File: src/rtl/pipeline_sched.sv
// pipeline_sched: stall/flush sequencer for the 4-register MISC-V core.
// It tracks the instructions in EX and MEM and detects RAW hazards against
// the instruction in ID. It freezes the pipeline while a data-memory access
// is outstanding and runs a two-cycle kill sequence after a taken branch.
// It drives the PC enable and every stage-register enable, bubble and flush.
//
// Optional feature macro: PIPE_SCHED_FORWARD_EN
//   defined   : the datapath forwards EX/MEM results into EX, so only a load
//               in EX feeding the ID instruction causes a stall (1 cycle).
//   undefined : any valid writer in EX or MEM that matches a source register
//               of the ID instruction stalls ID.
//
// Handshake: mem_req is raised whenever a load/store sits in MEM and stays
// high until a cycle with mem_ready=1, or until the wait times out. That
// cycle is the completion cycle and the pipeline advances in it. mem_req
// is a level, not a pulse, and the memory may accept it in its first cycle.
//
// dbg_state exposes the FSM state (0=RUN, 1=MEM_WAIT, 2=FLUSH).

module pipeline_sched #(
  parameter int REG_ADDR_W  = 2,
  parameter int MEM_TIMEOUT = 15,
  parameter int CNT_W       = 16
) (
  input  logic                  clk,
  input  logic                  rst_n,
  input  logic                  id_valid,
  input  logic [REG_ADDR_W-1:0] id_rs1,
  input  logic [REG_ADDR_W-1:0] id_rs2,
  input  logic                  id_use_rs1,
  input  logic                  id_use_rs2,
  input  logic [REG_ADDR_W-1:0] id_rd,
  input  logic                  id_reg_write,
  input  logic                  id_mem_read,
  input  logic                  id_mem_write,
  input  logic                  ex_branch_taken,
  input  logic                  mem_ready,
  output logic                  pc_en,
  output logic                  ifid_en,
  output logic                  ifid_flush,
  output logic                  idex_bubble,
  output logic                  exmem_en,
  output logic                  memwb_en,
  output logic                  mem_req,
  output logic                  mem_err,
  output logic [CNT_W-1:0]      stall_cycles,
  output logic [1:0]            dbg_state
);

  // The wait counter only needs to hold 0 .. MEM_TIMEOUT-1.
  localparam int WAIT_W = (MEM_TIMEOUT > 1) ? $clog2(MEM_TIMEOUT) : 1;
  localparam logic [WAIT_W-1:0] WAIT_LAST = WAIT_W'(MEM_TIMEOUT - 1);
  localparam logic [CNT_W-1:0]  CNT_MAX   = '1;

  typedef enum logic [1:0] {
    ST_RUN      = 2'd0,
    ST_MEM_WAIT = 2'd1,
    ST_FLUSH    = 2'd2
  } state_e;

  // Status the sequencer keeps for an instruction in a tracked stage.
  typedef struct packed {
    logic                  v;
    logic [REG_ADDR_W-1:0] rd;
    logic                  we;
    logic                  ld;
    logic                  st;
  } stage_t;

  state_e              state_q, state_d;
  stage_t              ex_q, ex_d;
  stage_t              mem_q, mem_d;
  logic [WAIT_W-1:0]   wait_cnt_q, wait_cnt_d;
  logic                mem_err_q;
  logic [CNT_W-1:0]    stall_q;
  logic                started_q;

  logic                match_rs1;
  logic                match_rs2;
  logic                hazard;
  logic                mem_busy;
  logic                branch_ex;
  logic                issue;
  logic                err_set;

`ifdef PIPE_SCHED_FORWARD_EN
  // Forwarding covers every ALU result; only a load still in EX is too late.
  assign match_rs1 = ex_q.v & ex_q.we & ex_q.ld & (ex_q.rd == id_rs1);
  assign match_rs2 = ex_q.v & ex_q.we & ex_q.ld & (ex_q.rd == id_rs2);
`else
  // No forwarding: any pending writer in EX or MEM blocks the reader. WB is
  // left out because the register file writes through to the read ports.
  assign match_rs1 = (ex_q.v  & ex_q.we  & (ex_q.rd  == id_rs1)) |
                     (mem_q.v & mem_q.we & (mem_q.rd == id_rs1));
  assign match_rs2 = (ex_q.v  & ex_q.we  & (ex_q.rd  == id_rs2)) |
                     (mem_q.v & mem_q.we & (mem_q.rd == id_rs2));
`endif

  assign hazard    = id_valid & ((id_use_rs1 & match_rs1) | (id_use_rs2 & match_rs2));
  assign mem_busy  = mem_q.v & (mem_q.ld | mem_q.st);
  assign branch_ex = ex_q.v & ex_branch_taken;

  // Next state and stage controls. "issue" marks a cycle in which the memory
  // side is not blocking, so the branch/hazard/advance decision applies.
  always_comb begin
    state_d     = state_q;
    wait_cnt_d  = wait_cnt_q;
    err_set     = 1'b0;
    issue       = 1'b0;
    pc_en       = 1'b0;
    ifid_en     = 1'b0;
    ifid_flush  = 1'b0;
    idex_bubble = 1'b0;
    exmem_en    = 1'b0;
    memwb_en    = 1'b0;
    if (started_q) begin
      unique case (state_q)
        ST_RUN: begin
          if (mem_busy && !mem_ready) begin
            // Freeze everything; this cycle is the first stall cycle.
            state_d    = ST_MEM_WAIT;
            wait_cnt_d = '0;
          end else begin
            issue = 1'b1;
          end
        end
        ST_MEM_WAIT: begin
          if (mem_ready) begin
            issue   = 1'b1;
            state_d = ST_RUN;
          end else if (wait_cnt_q == WAIT_LAST) begin
            // Give up on the memory: flag it and let the pipeline move on.
            issue   = 1'b1;
            err_set = 1'b1;
            state_d = ST_RUN;
          end else begin
            wait_cnt_d = wait_cnt_q + 1'b1;
          end
        end
        ST_FLUSH: begin
          // Kill the wrong-path word the synchronous I-mem returned; ID is
          // being discarded, so its hazards do not matter.
          pc_en       = 1'b1;
          ifid_en     = 1'b1;
          ifid_flush  = 1'b1;
          idex_bubble = 1'b1;
          exmem_en    = 1'b1;
          memwb_en    = 1'b1;
          state_d     = ST_RUN;
        end
        default: state_d = ST_RUN;
      endcase

      if (issue) begin
        if (branch_ex) begin
          // A branch held during a memory wait is acted on here as well.
          pc_en       = 1'b1;
          ifid_en     = 1'b1;
          ifid_flush  = 1'b1;
          idex_bubble = 1'b1;
          exmem_en    = 1'b1;
          memwb_en    = 1'b1;
          state_d     = ST_FLUSH;
        end else if (hazard) begin
          idex_bubble = 1'b1;
          exmem_en    = 1'b1;
          memwb_en    = 1'b1;
        end else begin
          pc_en    = 1'b1;
          ifid_en  = 1'b1;
          exmem_en = 1'b1;
          memwb_en = 1'b1;
        end
      end
    end
  end

  // Tracked-stage shift: ID (or a bubble) into EX, EX into MEM on advance.
  always_comb begin
    ex_d  = ex_q;
    mem_d = mem_q;
    if (exmem_en) begin
      mem_d = ex_q;
      if (idex_bubble) begin
        ex_d = '0;
      end else begin
        ex_d = {id_valid, id_rd, id_reg_write, id_mem_read, id_mem_write};
      end
    end
  end

  // FSM, tracked stages and wait counter.
  always_ff @(posedge clk or negedge rst_n) begin
    if (!rst_n) begin
      state_q    <= ST_RUN;
      ex_q       <= '0;
      mem_q      <= '0;
      wait_cnt_q <= '0;
    end else begin
      state_q    <= state_d;
      ex_q       <= ex_d;
      mem_q      <= mem_d;
      wait_cnt_q <= wait_cnt_d;
    end
  end

  // Hold every control low until the first clock edge after reset release.
  always_ff @(posedge clk or negedge rst_n) begin
    if (!rst_n) begin
      started_q <= 1'b0;
    end else begin
      started_q <= 1'b1;
    end
  end

  // Sticky timeout flag; only reset clears it.
  always_ff @(posedge clk or negedge rst_n) begin
    if (!rst_n) begin
      mem_err_q <= 1'b0;
    end else if (err_set) begin
      mem_err_q <= 1'b1;
    end
  end

  // Saturating count of cycles in which the PC did not advance.
  always_ff @(posedge clk or negedge rst_n) begin
    if (!rst_n) begin
      stall_q <= '0;
    end else if (started_q && !pc_en && (stall_q != CNT_MAX)) begin
      stall_q <= stall_q + 1'b1;
    end
  end

  assign mem_req      = started_q & ((state_q == ST_MEM_WAIT) | mem_busy);
  assign mem_err      = mem_err_q;
  assign stall_cycles = stall_q;
  assign dbg_state    = state_q;

endmodule

File: config.mk
export PLATFORM = sky130hd
export DESIGN_NAME = pipeline_sched
export DESIGN_NICKNAME = d
export VERILOG_FILES = /design/src/rtl/pipeline_sched.sv
export SDC_FILE = /design/constraint.sdc
export NUM_CORES = 1
export LEC_CHECK = 0
export CAP_MARGIN = 15
export CELL_PAD_IN_SITES_DETAIL_PLACEMENT = 1
export CELL_PAD_IN_SITES_GLOBAL_PLACEMENT = 1
export CORE_MARGIN = 5
export CORE_UTILIZATION = 48
export CTS_CLUSTER_DIAMETER = 60
export CTS_CLUSTER_SIZE = 16
export DETAILED_ROUTE_END_ITERATION = 10
export DONT_BUFFER_PORTS = 1
export PLACE_DENSITY = 0.89
export SETUP_SLACK_MARGIN = 0.05
export SYNTH_ARGS = -nofsm -noshare
export SYNTH_HDL_FRONTEND = slang
export SYNTH_SLANG_ARGS = --single-unit
File: constraint.sdc
create_clock -name clk -period 2 [get_ports clk]
set_input_delay 0.1 -clock clk [delete_from_list [all_inputs] [get_ports clk]]
set_output_delay 0.1 -clock clk [all_outputs]
set_load 0.005 [all_outputs]
After elaboration in Yosys (flattened, before gate mapping)
Index checks and enable logic that the tools add are counted.

Flip-flop bits (word level): 36. Bits of input ports: 16. Output and inout port bits: 26. Word-level logic and storage cells: 86.

$add $sub $neg: 2. Eq/ne operators: 11. Mux-type cells: 33. Bitwise gates (word level): 17. Reductions and logical operators: 8.

Operator list (number): two-way mux 1 bit (21); adder 16 x 1 -> 16 bit, second input constant (1); != test 16 bit, second input constant (1); AND 1 bit (12); two-way mux 4 bit (3); two-way mux 2 bit (5); == test 2 bit (4); one-hot mux 4 bit (2 select lines) (1); two-way mux 6 bit (1); != test 2 bit, second input constant (3); bitwise OR 1 bit (5); AND reduction 5 bit (1); adder 4 x 1 -> 4 bit, second input constant (1); == test 4 bit, second input constant (1); one-hot mux 2 bit (2 select lines) (1); logical AND 1 bit (3); == test 2 x 1 -> 1 bit, second input constant (1); == test 2 bit, second input constant (1); logical NOT 1 bit (2); logical NOT 2 bit (1); one-hot mux 1 bit (2 select lines) (1); nonzero test 2 bit (1).

Depth between registers and ports, before layout
Word-level depth: 13. Gate-level depth with buffers: 9. Gate-level depth less buffers: 8.

Worst setup path after synthesis
Ideal clock, no wire load.

Kind: register -> register. Start: register mem_q[3] (netlist name). End: register stall_q[14], in the netlist stall_cycles[14]. Arrival time: 1.681 ns. Setup slack: 0.195 ns. Stages on the path, launching flop included: 8. Buffers on the path: 1. Path through: dfrtp_1 > xor2_1 > nor4_1 > nor4_2 > a21oi_2 > buf_6 > o2111ai_2 > xnor2_1.

Word-level cells in the longest chain between the ends: 13.

RTL lines: from (decl) (RTL line 72) `stage_t mem_q, mem_d;`; from (signal assigned) (RTL line 202) `mem_q <= mem_d;`; == test 2 bit, on equally long branches (RTL line 94, 96); AND 1 bit, on equally long branches (RTL line 94, 96); bitwise OR 1 bit, on equally long branches (RTL line 93, 95); AND 1 bit (RTL line 99) `assign hazard = id_valid & ((id_use_rs1 & match_rs1) | (id_use_rs2 & match_rs2));`; bitwise OR 1 bit (*) (RTL line 99); AND 1 bit (*) (RTL line 99); two-way mux 1 bit (*) (RTL line 164) `end else if (hazard) begin`; two-way mux 1 bit (*) (RTL line 155) `if (branch_ex) begin`; two-way mux 1 bit (*) (RTL line 154) `if (issue) begin`; two-way mux 1 bit (*) (RTL line 116) `if (started_q) begin`; logical NOT 1 bit (*) (RTL line 229) `end else if (started_q && !pc_en && (stall_q != CNT_MAX)) begin`; logical AND 1 bit (*) (2 in series) (RTL line 229); to (signal assigned) (RTL line 230) `stall_q <= stall_q + 1'b1;`; to (decl) (RTL line 75) `logic [CNT_W-1:0] stall_q;`.

Mark *: on every way between the ends. The rest lies on a longest branch, timed or not. A chain may end at the register's enable or synchronous reset.

Final worst setup path
Ends and elaborated chain as after synthesis.

==> flow_metrics.tcl <==
set metrics [dict create \
    cap_violations 0 \
    finalNonFillerCells 270 \
    drt_iter0_markers 74 \
    crit_type "reg -> reg" \
    period_share_pct 101.1 \
    status "complete, but fails checks" \
    fin_nets 238 \
    synth_xor_area_share_pct 8.614 \
    syn_avg_cell_area_um2 10.85 \
    die_area_um2 5393 \
    num_antenna_cells 0 \
    worstHoldPathCells 3 \
    vdd_drop_max_mv 0.5770 \
    setup_ws_ns -0.02252 \
    synth_area_um2 1932 \
    synth_nets 197 \
    rsz0062_at_grt "true" \
    setup_viol 3 \
    fmax_mhz 494.4 \
    drt_wl_total_um 6689 \
    ctsLongestPathBuffers 2 \
    post-place-ws_ns -0.1856 \
    violations "negative setup slack" \
    cts.sinks 36 \
    drc_errors 0 \
    reg2regPathDepth 8 \
    dp_hpwl_um 3949 \
    start_util_pct 49.00 \
    overflow 0 \
    insertion_delay_ns 0.29 \
    core_area_um2 3943 \
    root_buffer "clkbuf_8" \
    ios 42 \
    grt_util_all_layers_pct 23.64 \
    yosys.area_share.simple_pct 17.42 \
    ys_ff_latch 36 \
    finalHoldViolCount 0 \
    wl_per_cell_um 24.77 \
    slew_violations 0 \
    synthMuxAreaShare_pct 2.915 \
    async_flop_share_pct 100.0 \
    cts_buffers 5 \
    synth_flop_cell "dfrtp_1" \
    synth_warnings 0 \
    synth_fa_ha_area_share_pct 1.943 \
    synth_cells 178 \
    routabilityCongestion 0.9042 \
    vias 1668 \
    synth_compound_area_share_pct 18.78 \
    cts_tree "done" \
    cp.required_ns 2.20 \
    first_global_vias 1821 \
    yosysSeqAreaShare_pct 46.63 \
    dpl-instance-area_um2 2069 \
    rows 23 \
    grt_start_max_net_pins 37 \
    ys_types 44 \
    finClkSkew_ns 0.005953 \
    hp-class "in -> reg" \
    crit_path_end_kind "flip-flop" \
    grt_pass1_wl_um 9466 \
    path_clk_slew_ns 0.07 \
    critical_path.max_fanout 4 \
    ctsHtreeMaxLevel 2 \
    area_growth_pct 32.84 \
    synth-edff-count 0 \
    antenna_left 0 \
    drive_gt1_share_pct 40.45 \
    start_kind "flip-flop" \
    firstDrtPassIters 4 \
    power.total_mw 3.176 \
    io_buffer_count 0 \
    critical_path_arrival_ns 2.22 \
    die_w_um 73.44 \
    dp_cells 237 \
    fin_area_um2 2566 \
    die_height_um 73.44 \
    synth_top_family_by_area "compound AO/OA/AOI/OAI gates" \
    viasPerCell 6.178 \
    p_per_area_nw_per_um2 1238 \
    min_period_ns 2.023 \
    p_leak_nw 1.109 \
    antenna_found_initial 0 \
]
-- what timing repair did --
action	CTS	global route
gates cloned	1	0
hold endpoints to repair	43	0
hold buffers	9	0
buffers inserted	7	8
gates resized for setup	19	20
pin swaps	7	4
setup endpoints to repair	33	30
-- power by group --
group	internal, mW	leakage (nW)	switching, mW
Clock	0.275	0.0510	0.265
Sequential	0.938	0.471	0.247
Combinational	0.668	0.588	0.783
-- metal layers --
metal | global-route usage (%) | wire (um)
met1 | 25.20 | 2451
met2 | 43.80 | 3661
met3 | 6.430 | 373
met4 | 8.853 | 203
met5 | 0 | 0
-- registers in the layout, summed over array words and instances, names as in the netlist --
| register | count |
|---|---|
| mem_err | 1 |
| dbg_state | 2 |
| mem_q | 6 |
| ex_q | 6 |
| wait_cnt_q | 4 |
| stall_cycles | 16 |
| started_q | 1 |
-- kinds of logic (layout without fill, tap and decap cells) --
kind of cell / after synthesis / count (layout)
AOI/OAI and AO/OA: 39 / 39
xor gates and xnor gates: 19 / 19
adders and majority gates: 3 / 3
buffers and inverters: 12 / 54
DFF: 36 / 36
muxes: 5 / 5
other: 1 / 1
and+or+nand+nor: 63 / 63
-- worst paths after layout --
kind                                      startpoint                      endpoint  slack [ns]
worst max-delay path            mem_q[3]$_DFFE_PN0P_  stall_cycles[14]$_DFFE_PN0P_       -0.02
worst min-delay path                       mem_ready     wait_cnt_q[0]$_DFFE_PN0P_        0.08
worst max register to register  mem_q[3]$_DFFE_PN0P_  stall_cycles[14]$_DFFE_PN0P_       -0.02
worst min register to register  mem_q[1]$_DFFE_PN0P_          mem_q[1]$_DFFE_PN0P_        0.49
max in group asynchronous                      rst_n     wait_cnt_q[1]$_DFFE_PN0P_        1.54
min in group asynchronous                      rst_n          mem_q[0]$_DFFE_PN0P_        0.26
-- synthesized netlist by cell type, types with 2 or more instances --
cell type / count / area, um2
dfrtp_1: 36 / 900.9
nand2_1: 20 / 75.07
xnor2_1: 15 / 131.4
nand3_1: 9 / 45.04
a22o_1: 7 / 61.31
nor2_1: 7 / 26.28
o211ai_2: 7 / 87.58
o21ai_0: 6 / 30.03
mux2_2: 5 / 56.30
o2111ai_1: 5 / 43.79
and3_1: 4 / 25.02
inv_1: 4 / 15.01
nor3_1: 4 / 20.02
nor4_1: 4 / 25.02
xor2_1: 4 / 35.03
buf_2: 3 / 15.01
buf_4: 3 / 22.52
ha_1: 3 / 37.54
and2_1: 2 / 12.51
and4_1: 2 / 17.52
nand2b_1: 2 / 12.51
nand4_1: 2 / 12.51
nor4_2: 2 / 25.02
o21ai_1: 2 / 10.01
-- worst max-delay path, stage by stage (launching register included) --
cell and delay [ns]:
dfrtp_2 0.45, xor2_2 0.17, nor3_1 0.28, nor4_2 0.09, buf_4 0.16, a21oi_4 0.22
buf_4 0.19, o2111ai_2 0.14, xnor2_1 0.22
-- placed cells by master (no fill, tap or decap), types with 6 or more instances in the layout --
cell type | Yosys | layout
a22o_1 | 7 | 7
buf_4 | 3 | 29
clkbuf_8 | 0 | 6
dfrtp_1 | 36 | 33
dlygate4sd3_1 | 0 | 8
nand2_1 | 20 | 19
nand3_1 | 9 | 8
nor2_1 | 7 | 6
nor4_2 | 2 | 6
o211ai_2 | 7 | 6
xnor2_1 | 15 | 14
-- metrics by stage --
step / TNS [ns] / hold slack (ns) / util, %
2_1_floorplan: 0 / -0.1956 / -
3_3_place_gp: 0 / -0.1943 / 52.49
3_5_place_dp: -0.4384 / -0.1944 / 52.49
4_1_cts: 0 / 0.08594 / 61.31
5_1_grt: -0.8586 / 0.1013 / 65.09
6_report: -0.03901 / 0.07875 / 65.09
-- area by class of cell --
| class | instances | area, um2 |
|---|---|---|
| tap | 50 | 62.56 |
| multi-input combinational | 130 | 1129 |
| inverter | 4 | 15.01 |
| fill | 400 | 1376 |
| clock buffer | 6 | 82.58 |
| timing repair buffer | 42 | 362.8 |
| sequential | 36 | 904.6 |
| clock inverter | 2 | 10.01 |
(Power assumes the default switching activity.)
